===== src/rtl/stdp_weight_updater.sv =====
// -----------------------------------------------------------------------------
// stdp_weight_updater
// Read-modify-write engine for the synapse weight table. It takes one STDP
// update request at a time, reads the stored weight, applies a saturated
// potentiation or depression step and writes the result back.
//
// Ports
//   clk                : system clock, all logic on rising edge
//   rst                : asynchronous active-low reset
//   kill               : synchronous abort, drops the in-flight request
//   req_valid/ready    : request handshake (ready only while idle)
//   req_neuron_number  : target synapse index
//   req_potentiate     : 1 = add step, 0 = subtract step
//   req_dt             : absolute spike-time difference
//   syn_neuron_number  : index driven to the synapse table
//   syn_r_en/syn_w_en  : read / write strobes (never together)
//   syn_weight_wr      : weight written to the table
//   syn_weight_rd      : weight returned one cycle after syn_r_en
//   done               : one-cycle completion pulse (written or skipped)
//   upd_count          : number of completed writes, wraps
// -----------------------------------------------------------------------------
module stdp_weight_updater #(
  parameter logic [7:0] WMAX     = 8'd255,
  parameter logic [7:0] WMIN     = 8'd0,
  parameter logic [7:0] STEP_MAX = 8'd16,
  parameter int         WINDOW   = 8
) (
  input  logic        clk,
  input  logic        rst,
  input  logic        kill,
  input  logic        req_valid,
  output logic        req_ready,
  input  logic [7:0]  req_neuron_number,
  input  logic        req_potentiate,
  input  logic [3:0]  req_dt,
  output logic [7:0]  syn_neuron_number,
  output logic        syn_r_en,
  output logic        syn_w_en,
  output logic [7:0]  syn_weight_wr,
  input  logic [7:0]  syn_weight_rd,
  output logic        done,
  output logic [15:0] upd_count
);

  typedef enum logic [2:0] {
    S_IDLE  = 3'd0,
    S_READ  = 3'd1,
    S_WAIT  = 3'd2,
    S_CALC  = 3'd3,
    S_WRITE = 3'd4
  } state_e;

  state_e      state_q, state_d;
  logic        pot_q, pot_d;
  logic [3:0]  dt_q, dt_d;
  logic [7:0]  w_old_q, w_old_d;
  logic [7:0]  syn_nn_q, syn_nn_d;
  logic        r_en_q, r_en_d;
  logic        w_en_q, w_en_d;
  logic [7:0]  wr_q, wr_d;
  logic        done_q, done_d;
  logic [15:0] cnt_q, cnt_d;

  logic [7:0]  step_s;
  logic [8:0]  sum_s;
  logic [8:0]  floor_s;
  logic [7:0]  w_new_s;

  // Step size from the latched dt; outside the window the step is zero.
  always_comb begin
    if (32'(dt_q) < WINDOW) begin
      step_s = STEP_MAX >> dt_q;
    end else begin
      step_s = 8'd0;
    end
  end

  // Saturating update evaluated in 9 bits so overflow/underflow is visible.
  always_comb begin
    sum_s   = {1'b0, w_old_q} + {1'b0, step_s};
    floor_s = {1'b0, WMIN} + {1'b0, step_s};
    if (pot_q) begin
      if (sum_s > {1'b0, WMAX}) begin
        w_new_s = WMAX;
      end else begin
        w_new_s = sum_s[7:0];
      end
    end else begin
      if ({1'b0, w_old_q} < floor_s) begin
        w_new_s = WMIN;
      end else begin
        w_new_s = w_old_q - step_s;
      end
    end
  end

  // Next-state and next-output logic; strobes and done default low.
  always_comb begin
    state_d  = state_q;
    pot_d    = pot_q;
    dt_d     = dt_q;
    w_old_d  = w_old_q;
    syn_nn_d = syn_nn_q;
    r_en_d   = 1'b0;
    w_en_d   = 1'b0;
    wr_d     = wr_q;
    done_d   = 1'b0;
    cnt_d    = cnt_q;

    case (state_q)
      S_IDLE: begin
        // Outputs are registered, so the read strobe is raised on the accept edge.
        if (req_valid && !kill) begin
          pot_d    = req_potentiate;
          dt_d     = req_dt;
          syn_nn_d = req_neuron_number;
          r_en_d   = 1'b1;
          state_d  = S_READ;
        end else begin
          state_d  = S_IDLE;
        end
      end
      S_READ: begin
        state_d = S_WAIT;
      end
      S_WAIT: begin
        w_old_d = syn_weight_rd;
        // step depends only on dt, so a skip can be signalled one cycle early.
        if (step_s == 8'd0) begin
          done_d = 1'b1;
        end else begin
          done_d = 1'b0;
        end
        state_d = S_CALC;
      end
      S_CALC: begin
        if (step_s == 8'd0) begin
          state_d = S_IDLE;
        end else begin
          wr_d    = w_new_s;
          w_en_d  = 1'b1;
          done_d  = 1'b1;
          cnt_d   = cnt_q + 16'd1;
          state_d = S_WRITE;
        end
      end
      S_WRITE: begin
        state_d = S_IDLE;
      end
      default: begin
        state_d = S_IDLE;
      end
    endcase

    // Abort wins over every transition. A write already on the bus in WRITE
    // was committed (with its done and count) on the previous edge.
    if (kill) begin
      state_d = S_IDLE;
      r_en_d  = 1'b0;
      w_en_d  = 1'b0;
      wr_d    = wr_q;
      done_d  = 1'b0;
      cnt_d   = cnt_q;
    end else begin
      state_d = state_d;
    end
  end

  // State and registered outputs.
  always_ff @(posedge clk or negedge rst) begin
    if (!rst) begin
      state_q  <= S_IDLE;
      pot_q    <= 1'b0;
      dt_q     <= 4'd0;
      w_old_q  <= 8'd0;
      syn_nn_q <= 8'd0;
      r_en_q   <= 1'b0;
      w_en_q   <= 1'b0;
      wr_q     <= 8'd0;
      done_q   <= 1'b0;
      cnt_q    <= 16'd0;
    end else begin
      state_q  <= state_d;
      pot_q    <= pot_d;
      dt_q     <= dt_d;
      w_old_q  <= w_old_d;
      syn_nn_q <= syn_nn_d;
      r_en_q   <= r_en_d;
      w_en_q   <= w_en_d;
      wr_q     <= wr_d;
      done_q   <= done_d;
      cnt_q    <= cnt_d;
    end
  end

  assign req_ready         = (state_q == S_IDLE);
  assign syn_neuron_number = syn_nn_q;
  assign syn_r_en          = r_en_q;
  assign syn_w_en          = w_en_q;
  assign syn_weight_wr     = wr_q;
  assign done              = done_q;
  assign upd_count         = cnt_q;

endmodule

===== config.mk =====
export PLATFORM = sky130hd
export DESIGN_NAME = stdp_weight_updater
export DESIGN_NICKNAME = d
export VERILOG_FILES = /design/src/rtl/stdp_weight_updater.sv
export SDC_FILE = /design/constraint.sdc
export NUM_CORES = 1
export LEC_CHECK = 0
export ABC_AREA = 0
export CAP_MARGIN = 20
export CORE_UTILIZATION = 51
export DETAILED_ROUTE_END_ITERATION = 10
export HOLD_SLACK_MARGIN = 0.1
export PLACE_DENSITY = 0.8
export SETUP_SLACK_MARGIN = 0.15
export SLEW_MARGIN = 10
export SYNTH_ARGS = -nofsm -noshare
export SYNTH_HDL_FRONTEND = slang
export SYNTH_SLANG_ARGS = --single-unit

===== constraint.sdc =====
create_clock -name clk -period 4.73 [get_ports clk]
set_input_delay 1.419 -clock clk [delete_from_list [all_inputs] [get_ports clk]]
set_output_delay 1.419 -clock clk [all_outputs]
set_load 0.01 [all_outputs]

### Word-level counts from Yosys, hierarchy flattened

Index checks and enable logic that the tools add are counted.

| storage, ports and cells | value |
|---|---|
| register bits | 51 |
| bits in latches | 0 |
| bits of input ports | 25 |
| memory bits (read-only) | 0 |
| bits in writable memories | 0 |
| memories kept | 0 |

| operators by class | value |
|---|---|
| bitwise logic cells | 2 |
| $lt $le $gt $ge | 3 |
| multiplexer cells | 17 |
| div/mod/pow operators | 0 |
| shift-type cells | 1 |
| reduce and logical (&&, ||, !) cells | 6 |
| multiply operators | 0 |
| equality and inequality tests | 3 |
| add/sub/neg operators | 3 |

Operator list:

| cell | count |
|---|---|
| 2-to-1 mux 8 bit | 4 |
| adder 16 x 1 -> 16 bit, second input constant | 1 |
| case mux 3 bit (4 select lines) | 1 |
| adder 8 x 8 -> 9 bit | 1 |
| greater-than comparator 9 x 8 -> 1 bit, second input constant | 1 |
| 2-to-1 mux 1 bit | 9 |
| logical NOT 8 bit | 1 |
| less-than comparator 8 bit | 1 |
| >> shifter 5 x 4 -> 8 bit, first input constant | 1 |
| subtractor 8 bit | 1 |
| == test 3 x 2 -> 1 bit, second input constant | 2 |
| 2-to-1 mux 3 bit | 2 |
| less-than comparator 4 bit, second input constant | 1 |
| == test 3 x 1 -> 1 bit, second input constant | 1 |
| logical NOT 3 bit | 1 |
| AND reduction 3 bit | 1 |
| NOT 1 bit | 2 |
| case mux 1 bit (2 select lines) | 1 |
| AND reduction 2 bit | 1 |
| logical AND 1 bit | 1 |
| logical NOT 1 bit | 1 |

### Depth between registers and ports, before layout

Gate-level depths: netlist of run 1.

| depth | value |
|---|---|
| depth in word-level cells | 6 |
| mapped depth | 9 |

### Worst setup path after synthesis of run 1

Ideal clock, no wire load.

| timing | value |
|---|---|
| path kind | input to register |
| from | in kill |
| to | reg cnt_q[13], in the netlist upd_count[13] |
| arrival time | 2.373 ns |
| slack | 2.231 ns |
| data required time | 4.604 ns |
| cell stages on the path | 6 |
| path through | nor2_1 -> nand4_4 -> inv_4 -> and4_1 -> nand3_1 -> xnor2_1 |

| between the ends | value |
|---|---|
| word-level cells in the longest chain between the ends | 2 |

RTL lines:

| what | RTL line | text |
|---|---|---|
| from (decl) | 30 | `input logic kill,` |
| NOT 1 bit (no line) | - |  |
| AND reduction 3 bit (no line) | - |  |
| to (signal assigned) | 192 | `cnt_q <= cnt_d;` |
| to (decl) | 62 | `logic [15:0] cnt_q, cnt_d;` |

No other way between the ends.
A chain may end at the register's enable or synchronous reset.

### Final worst setup path of run 1

| timing | value |
|---|---|
| from | in kill |
| to | reg dt_q[3] |

| between the ends | value |
|---|---|
| word-level cells in the longest chain between the ends | 3 |

RTL lines:

| what | RTL line | text |
|---|---|---|
| logical NOT 1 bit | 113 | `if (req_valid && !kill) begin` |
| logical AND 1 bit | 113 |  |
| AND reduction 2 bit (no line) | - |  |
| to (signal assigned) | 185 | `dt_q <= dt_d;` |
| to (decl) | 55 | `logic [3:0] dt_q, dt_d;` |

No other way between the ends.

==> summary.md, run 1 <==
| Metric | Value |
|---|---|
| Status | `finished clean` |
| Seq/Total Area, Yosys | `0.452` |
| Post-Syn Area | `between 2000 and 3000 sq um` |
| CP Capture Type | `flip-flop` |
| Multi-input gate area | `about 1400 sq um` |
| Vias per inst | `5.43` |
| Clock Tree Buf Depth | `2` |
| # fillers | `around 430` |
| Post-CTS resize count | `0` |
| Mean routed wirelength per cell | `between 10 and 15 um` |
| Max transition margin | `0.585` |
| Max-cap violation count | `0` |
| Final setup margin | `roughly 1.7 ns` |
| Synth Flop Type | `dfrtp_1` |
| Total Wirelength | `5.82 mm` |
| First DRT Iteration DRCs | `between 100 and 150` |
| Final Critical Period | `3.06 ns` |
| Core area | `5200 sq um` |
| GRT overflow | `0` |
| Post-synth EDFFs | `0` |
| TritonCTS clock tree | `built` |
| Cell variety after synth | `59` |
| Routed Antenna Nets | `0` |
| Number of CTS-inserted buffers | `5` |
| Io pins | `just over 60` |
| TritonCTS Sinks | `around 50` |
| P_int | `1110 uW` |
| Largest net degree at the start of global routing | `37` |
| # setup viols final | `0` |
| Final hold viol count | `0` |
| Drt drc | `0` |
| Number of global-route vias before repair | `2,188` |
| DR pass1 iterations | `4` |
| Syn nets | `334` |
| Crit-path max FO | `15` |
| Final worst-path cycle share | `0.647` |
| Yosys warnings | `0` |
| Final nets | `between 300 and 400` |
| Async set-reset flop share out of synthesis | `1.00` |
| Clock network power share | `0.141` |
| Comb pwr share | `0.479` |
| Cell Rows | `26` |
| Antenna Cells | `0` |
| Setup Skew | `roughly 0.0053 ns` |
| Die X | `76.4 um` |
| IO Port Bufs | `60` |
| DP Worst Slack | `1.35 ns` |
| Sw Ratio | `0.400` |
| H-tree levels | `2` |
| DP Area | `3460 sq um` |
| Seq cells post-synth | `51` |
| Peak Freq | `between 300 and 400 MHz` |
| Critical path startpoint category | `input pin` |
| Final core utilization | `0.682` |
| Routability congestion estimate | `0.853` |
| P&R area growth vs syn | `25.9%` |
| RSZ-0062 raised after global routing | `false` |
| Max IR drop VDD | `0.337 mV` |
| Slew of the pin with the lowest slew margin | `0.622 ns` |
| Clk slew on worst S/H paths | `0.09 ns` |
| Pleak | `0.00159 uW` |
| CP Class | `input pin to flip-flop` |
| Hold Buf Count CTS | `0` |
| Max Transition Viols Final | `0` |
| Crit path DAT | `3.31 ns` |
| Initial Util | `0.542` |
| HP Class | `flip-flop to flip-flop` |
| Share of layout cells above drive strength 1 | `0.0798` |
| Initial antenna violation count | `0` |
| CTS root buf | `clkbuf_8` |
| Synthesized instance count | `between 200 and 300` |
| Critical path required time | `4.98 ns` |
| Hold Crit Depth | `1` |
| Die height | `around 76 um` |
| Reg power frac | `0.380` |
| Worst-Skew Late Latency | `0.30 ns` |
| Syn_area_per_cell | `9.53 sq um` |
| Die area | `5830 sq um` |
| Post-DP HPWL | `4.43 mm` |
| Worst Hold Margin | `0.478 ns` |
| Register area | `between 1000 and 1500 sq um` |
| Post-route cell area | `3550 sq um` |
| Sw Pwr | `737 uW` |
| Pwr/cell area | `519 nW/um^2` |
| Worst reg-to-reg path cell count | `8` |
| Post-CTS Setup Bufs | `0` |
| Detailed-route via count | `~2,300` |
| First-pass GRT wire length | `around 10 mm` |
| GRT Overall Usage | `0.223` |
| Setup tns final | `0 ns` |
-- worst max-delay path, cell delays in order --
cell and delay (ns):
clkdlybuf4s50_1 0.47, nor2_1 0.25, nand3_1 0.47, inv_1 0.51, nand2_1 0.11, nand2_1 0.08
-- metrics by stage --
| stage | total power, uW | cells |
|---|---|---|
| floorplan | 1280 | 296 |
| global placement | 1550 | 413 |
| detailed placement | 1590 | 413 |
| CTS | 1850 | 421 |
| global route | 2000 | 421 |
| finish | 1840 | 421 |
-- synthesized netlist by cell type (3+ instances only) --
library cell,n,area (sq um)
nand2_1,60,225
dfrtp_1,51,1280
o21ai_0,7,35.0
clkbuf_1,11,41.3
nor2_1,22,82.6
o21a_1,4,30.0
nand4_1,7,43.8
xnor2_1,14,123
and3_1,3,18.8
a31oi_1,4,25.0
nor3_2,3,30.0
ha_1,11,138
a21oi_1,6,30.0
o31ai_1,3,22.5
nor2b_1,5,31.3
mux2_2,6,67.6
xor2_1,4,35.0
nand2b_1,4,25.0
buf_2,3,15.0
inv_1,14,52.6
nand3_1,9,45.0
-- power by group through the flow --
stage,clock (uW),combinational (uW),sequential (uW)
3_3_place_gp,0,847,700
2_1_floorplan,0,604,672
5_1_grt,294,979,726
4_1_cts,269,883,699
6_report,260,883,700
3_5_place_dp,0,878,707
-- cells in the final DEF (no fill, tap or decap), types with 5 or more instances in the layout --
cell type,instances
xnor2_1,14
nor2b_1,5
nand2_1,60
mux2_2,6
nor2_1,22
nand3_1,9
clkdlybuf4s50_1,59
a21oi_1,6
ha_1,11
clkbuf_8,6
dfrtp_1,51
inv_1,14
nand4_1,7
o21ai_0,7
-- registers in the layout, summed over array words and instances (netlist names) --
register	count
w_old_q	8
syn_r_en	1
syn_neuron_number	8
state_q	3
upd_count	16
pot_q	1
done	1
dt_q	4
syn_weight_wr	8
syn_w_en	1
-- layer usage --
| metal | GRT usage | vias to the layer above | share of wire |
|---|---|---|---|
| met4 | 0.0500 | 0 | 0.012 |
| met3 | 0.0443 | 7 | 0.044 |
| met5 | 0 | - | 0 |
| met1 | 0.315 | 1082 | 0.47 |
| met2 | 0.354 | 69 | 0.48 |
| li1 | - | 1127 | - |
-- layout make-up --
type                    count  area share
clock inverters             1     0.00247
repair buffers             61       0.170
multi-input cells         216       0.403
flip-flops and latches     51       0.359
well taps                  70      0.0247
clock buffers               7      0.0243
inverters                  15      0.0166
-- cells by family (layout without fill, tap and decap cells) --
group                      after synthesis  in the layout  share of synthesized area
DFF                                     51             51                      0.452
buffers and inverters                   29             84                     0.0408
and+or+nand+nor                        135            135                      0.249
xor gates and xnor gates                18             18                     0.0559
AOI/OAI and AO/OA                       42             42                      0.108
adders and majority gates               13             13                     0.0630
muxes                                    8              8                     0.0310
-- path summary, 6_finish.rpt --
path,slack (ns),end,start
min reg2reg,0.48,upd_count[15]$_DFFE_PN0P_,upd_count[15]$_DFFE_PN0P_
min in group asynchronous,1.01,w_old_q[5]$_DFFE_PN0N_,rst
min,0.48,upd_count[15]$_DFFE_PN0P_,upd_count[15]$_DFFE_PN0P_
max,1.67,dt_q[3]$_DFFE_PN0P_,kill
max reg2reg,2.20,syn_weight_wr[4]$_DFFE_PN0P_,dt_q[3]$_DFFE_PN0P_
max in group asynchronous,2.94,syn_weight_wr[3]$_DFFE_PN0P_,rst
Power figures use the tool's default switching activity.
==> run 2, diff against run 1 <==
clock period = 3 ns   (was 4.73 ns; I/O delays follow)
==> summary.md, run 2 (same netlist as run 1, synthesis figures left out) <==
| Metric | Value |
|---|---|
| Status | `finished clean` |
| Drt drc | `0` |
| Setup Skew | `between 0.004 and 0.005 ns` |
| Critical path destination | `req_ready` |
| R2r endpoint | `syn_weight_wr[4]$_DFFE_PN0P_` |
| Initial antenna violation count | `0` |
| Worst reg-to-reg path cell count | `8` |
| Detailed-route via count | `2,276` |
| Comb pwr share | `0.479` |
| Setup slack, reg-to-reg | `around 0.51 ns` |
| Slew of the pin with the lowest slew margin | `between 0.6 and 0.7 ns` |
| Largest net degree at the start of global routing | `31` |
| GRT Overall Usage | `0.220` |
| GRT overflow | `0` |
| Total Wirelength | `slightly below 6 mm` |
| P&R area growth vs syn | `26.4%` |
| Final hold viol count | `0` |
| Core area | `5200 sq um` |
| TritonCTS clock tree | `built` |
| Final Critical Period | `around 2.5 ns` |
| Max IR drop VDD | `0.496 mV` |
| Max transition margin | `0.560` |
| Routability congestion estimate | `just under 0.9` |
| HP Class | `flip-flop to flip-flop` |
| Die X | `76.4 um` |
| Number of global-route vias before repair | `2,153` |
| Reg power frac | `0.379` |
| Cell Rows | `26` |
| Final setup margin | `between 0.5 and 0.6 ns` |
| Pleak | `0.00160 uW` |
| Pwr/cell area | `between 800 and 900 nW/um^2` |
| P_int | `1750 uW` |
| Crit path DAT | `~1.6 ns` |
| CP Capture Type | `primary output` |
| Routed Antenna Nets | `0` |
| RSZ-0062 raised after global routing | `false` |
| Max reg flops | `16` |
| Clock Tree Buf Depth | `2` |
| Post-CTS Setup Bufs | `0` |
| Max-cap violation count | `0` |
| Final nets | `390` |
| Commonest cells after routing, fill and taps aside | `nand2_1 (60), clkdlybuf4s50_1 (59), dfrtp_1 (51)` |
| H-tree levels | `2` |
| # fillers | `between 400 and 500` |
| TritonCTS Sinks | `51` |
| Initial Util | `0.542` |
| Io pins | `61` |
| CTS root buf | `clkbuf_8` |
| Most common cell after layout, fill and taps aside | `nand2_1` |
| Crit path launch | `state_q[0]$_DFF_PN0_` |
| First DRT Iteration DRCs | `73` |
| Mean routed wirelength per cell | `~14 um` |
| DP Worst Slack | `0.315 ns` |
| Max Transition Viols Final | `0` |
| CP Class | `flip-flop to primary output` |
| Number of CTS-inserted buffers | `5` |
| Worst-Skew Late Latency | `0.30 ns` |
| First-pass GRT wire length | `10.3 mm` |
| Peak Freq | `401 MHz` |
| Antenna Cells | `0` |
| Post-CTS resize count | `0` |
| Worst r2r src | `dt_q[3]$_DFFE_PN0P_` |
| Post-DP HPWL | `4.44 mm` |
| Critical path required time | `2.10 ns` |
| IO Port Bufs | `60` |
| DR pass1 iterations | `4` |
| Critical path startpoint category | `flip-flop` |
| Die height | `roughly 76 um` |
| Sw Pwr | `roughly 1200 uW` |
| Clock network power share | `0.142` |
| Die area | `slightly below 6000 sq um` |
| Clk slew on worst S/H paths | `0.09 ns` |
| Setup tns final | `0 ns` |
| # setup viols final | `0` |
| Sw Ratio | `0.398` |
| Vias per inst | `5.38` |
| Share of layout cells above drive strength 1 | `0.0850` |
| Crit-path max FO | `6` |
| Hold Buf Count CTS | `0` |
| Final worst-path cycle share | `0.831` |
-- run 2: cell count changes in the layout (fill, tap and decap cells not counted), sizes merged --
cell,delta
buf,+2
-- run 2: final cells by class --
class | count | area [sq um] | area share
clock buffers | 7 | 86.3 | 0.0242
clock inverters | 1 | 8.76 | 0.00246
inverters | 15 | 58.8 | 0.0165
multi-input cells | 216 | 1430 | 0.401
flip-flops and latches | 51 | 1280 | 0.358
well taps | 70 | 87.6 | 0.0246
repair buffers | 63 | 618 | 0.173
-- run 2: per-stage QoR --
| stage | total power (uW) | cells | area [sq um] | hold WS (ns) | util |
|---|---|---|---|---|---|
| floorplan | 2010 | 296 | 2820 | 0.501 | - |
| global placement | 2460 | 415 | 3470 | 0.460 | 0.667 |
| detailed placement | 2490 | 415 | 3470 | 0.467 | 0.667 |
| CTS | 2910 | 423 | 3570 | 0.488 | 0.685 |
| global route | 3120 | 423 | 3570 | 0.507 | 0.685 |
| finish | 2900 | 423 | 3570 | 0.480 | 0.685 |
-- run 2: critical path: stages (launching register included) --
cell and delay (ns):
dfrtp_1 0.49, nor3_1 0.22, clkdlybuf4s50_1 0.58
-- run 2: worst min path at each step --
stage	slack [ns]	end	start	cells after the start
after global placement	0.46	syn_neuron_number[0]$_DFFE_PN0P_	syn_neuron_number[0]$_DFFE_PN0P_	2
after global routing	0.51	upd_count[15]$_DFFE_PN0P_	upd_count[15]$_DFFE_PN0P_	1
after detailed placement	0.47	syn_neuron_number[4]$_DFFE_PN0P_	syn_neuron_number[4]$_DFFE_PN0P_	2
final	0.48	upd_count[15]$_DFFE_PN0P_	upd_count[15]$_DFFE_PN0P_	1
after floorplan	0.50	dt_q[2]$_DFFE_PN0P_	dt_q[2]$_DFFE_PN0P_	2
after CTS	0.49	syn_weight_wr[6]$_DFFE_PN0P_	syn_weight_wr[6]$_DFFE_PN0P_	2
-- run 2: power by group through the flow --
| stage | registers (uW) | logic, uW | clock network [uW] |
|---|---|---|---|
| 6_report | 1100 | 1390 | 412 |
| 5_1_grt | 1140 | 1530 | 456 |
| 4_1_cts | 1100 | 1390 | 426 |
| 3_5_place_dp | 1110 | 1380 | 0 |
| 3_3_place_gp | 1110 | 1350 | 0 |
| 2_1_floorplan | 1060 | 952 | 0 |
-- run 2: layer usage --
| metal | vias up | share of wire | GRT usage |
|---|---|---|---|
| met2 | 75 | 0.47 | 0.347 |
| met1 | 1073 | 0.48 | 0.320 |
| met5 | - | 0 | 0 |
| met3 | 2 | 0.047 | 0.0323 |
| li1 | 1126 | - | - |
| met4 | 0 | 0.0039 | 0.0558 |
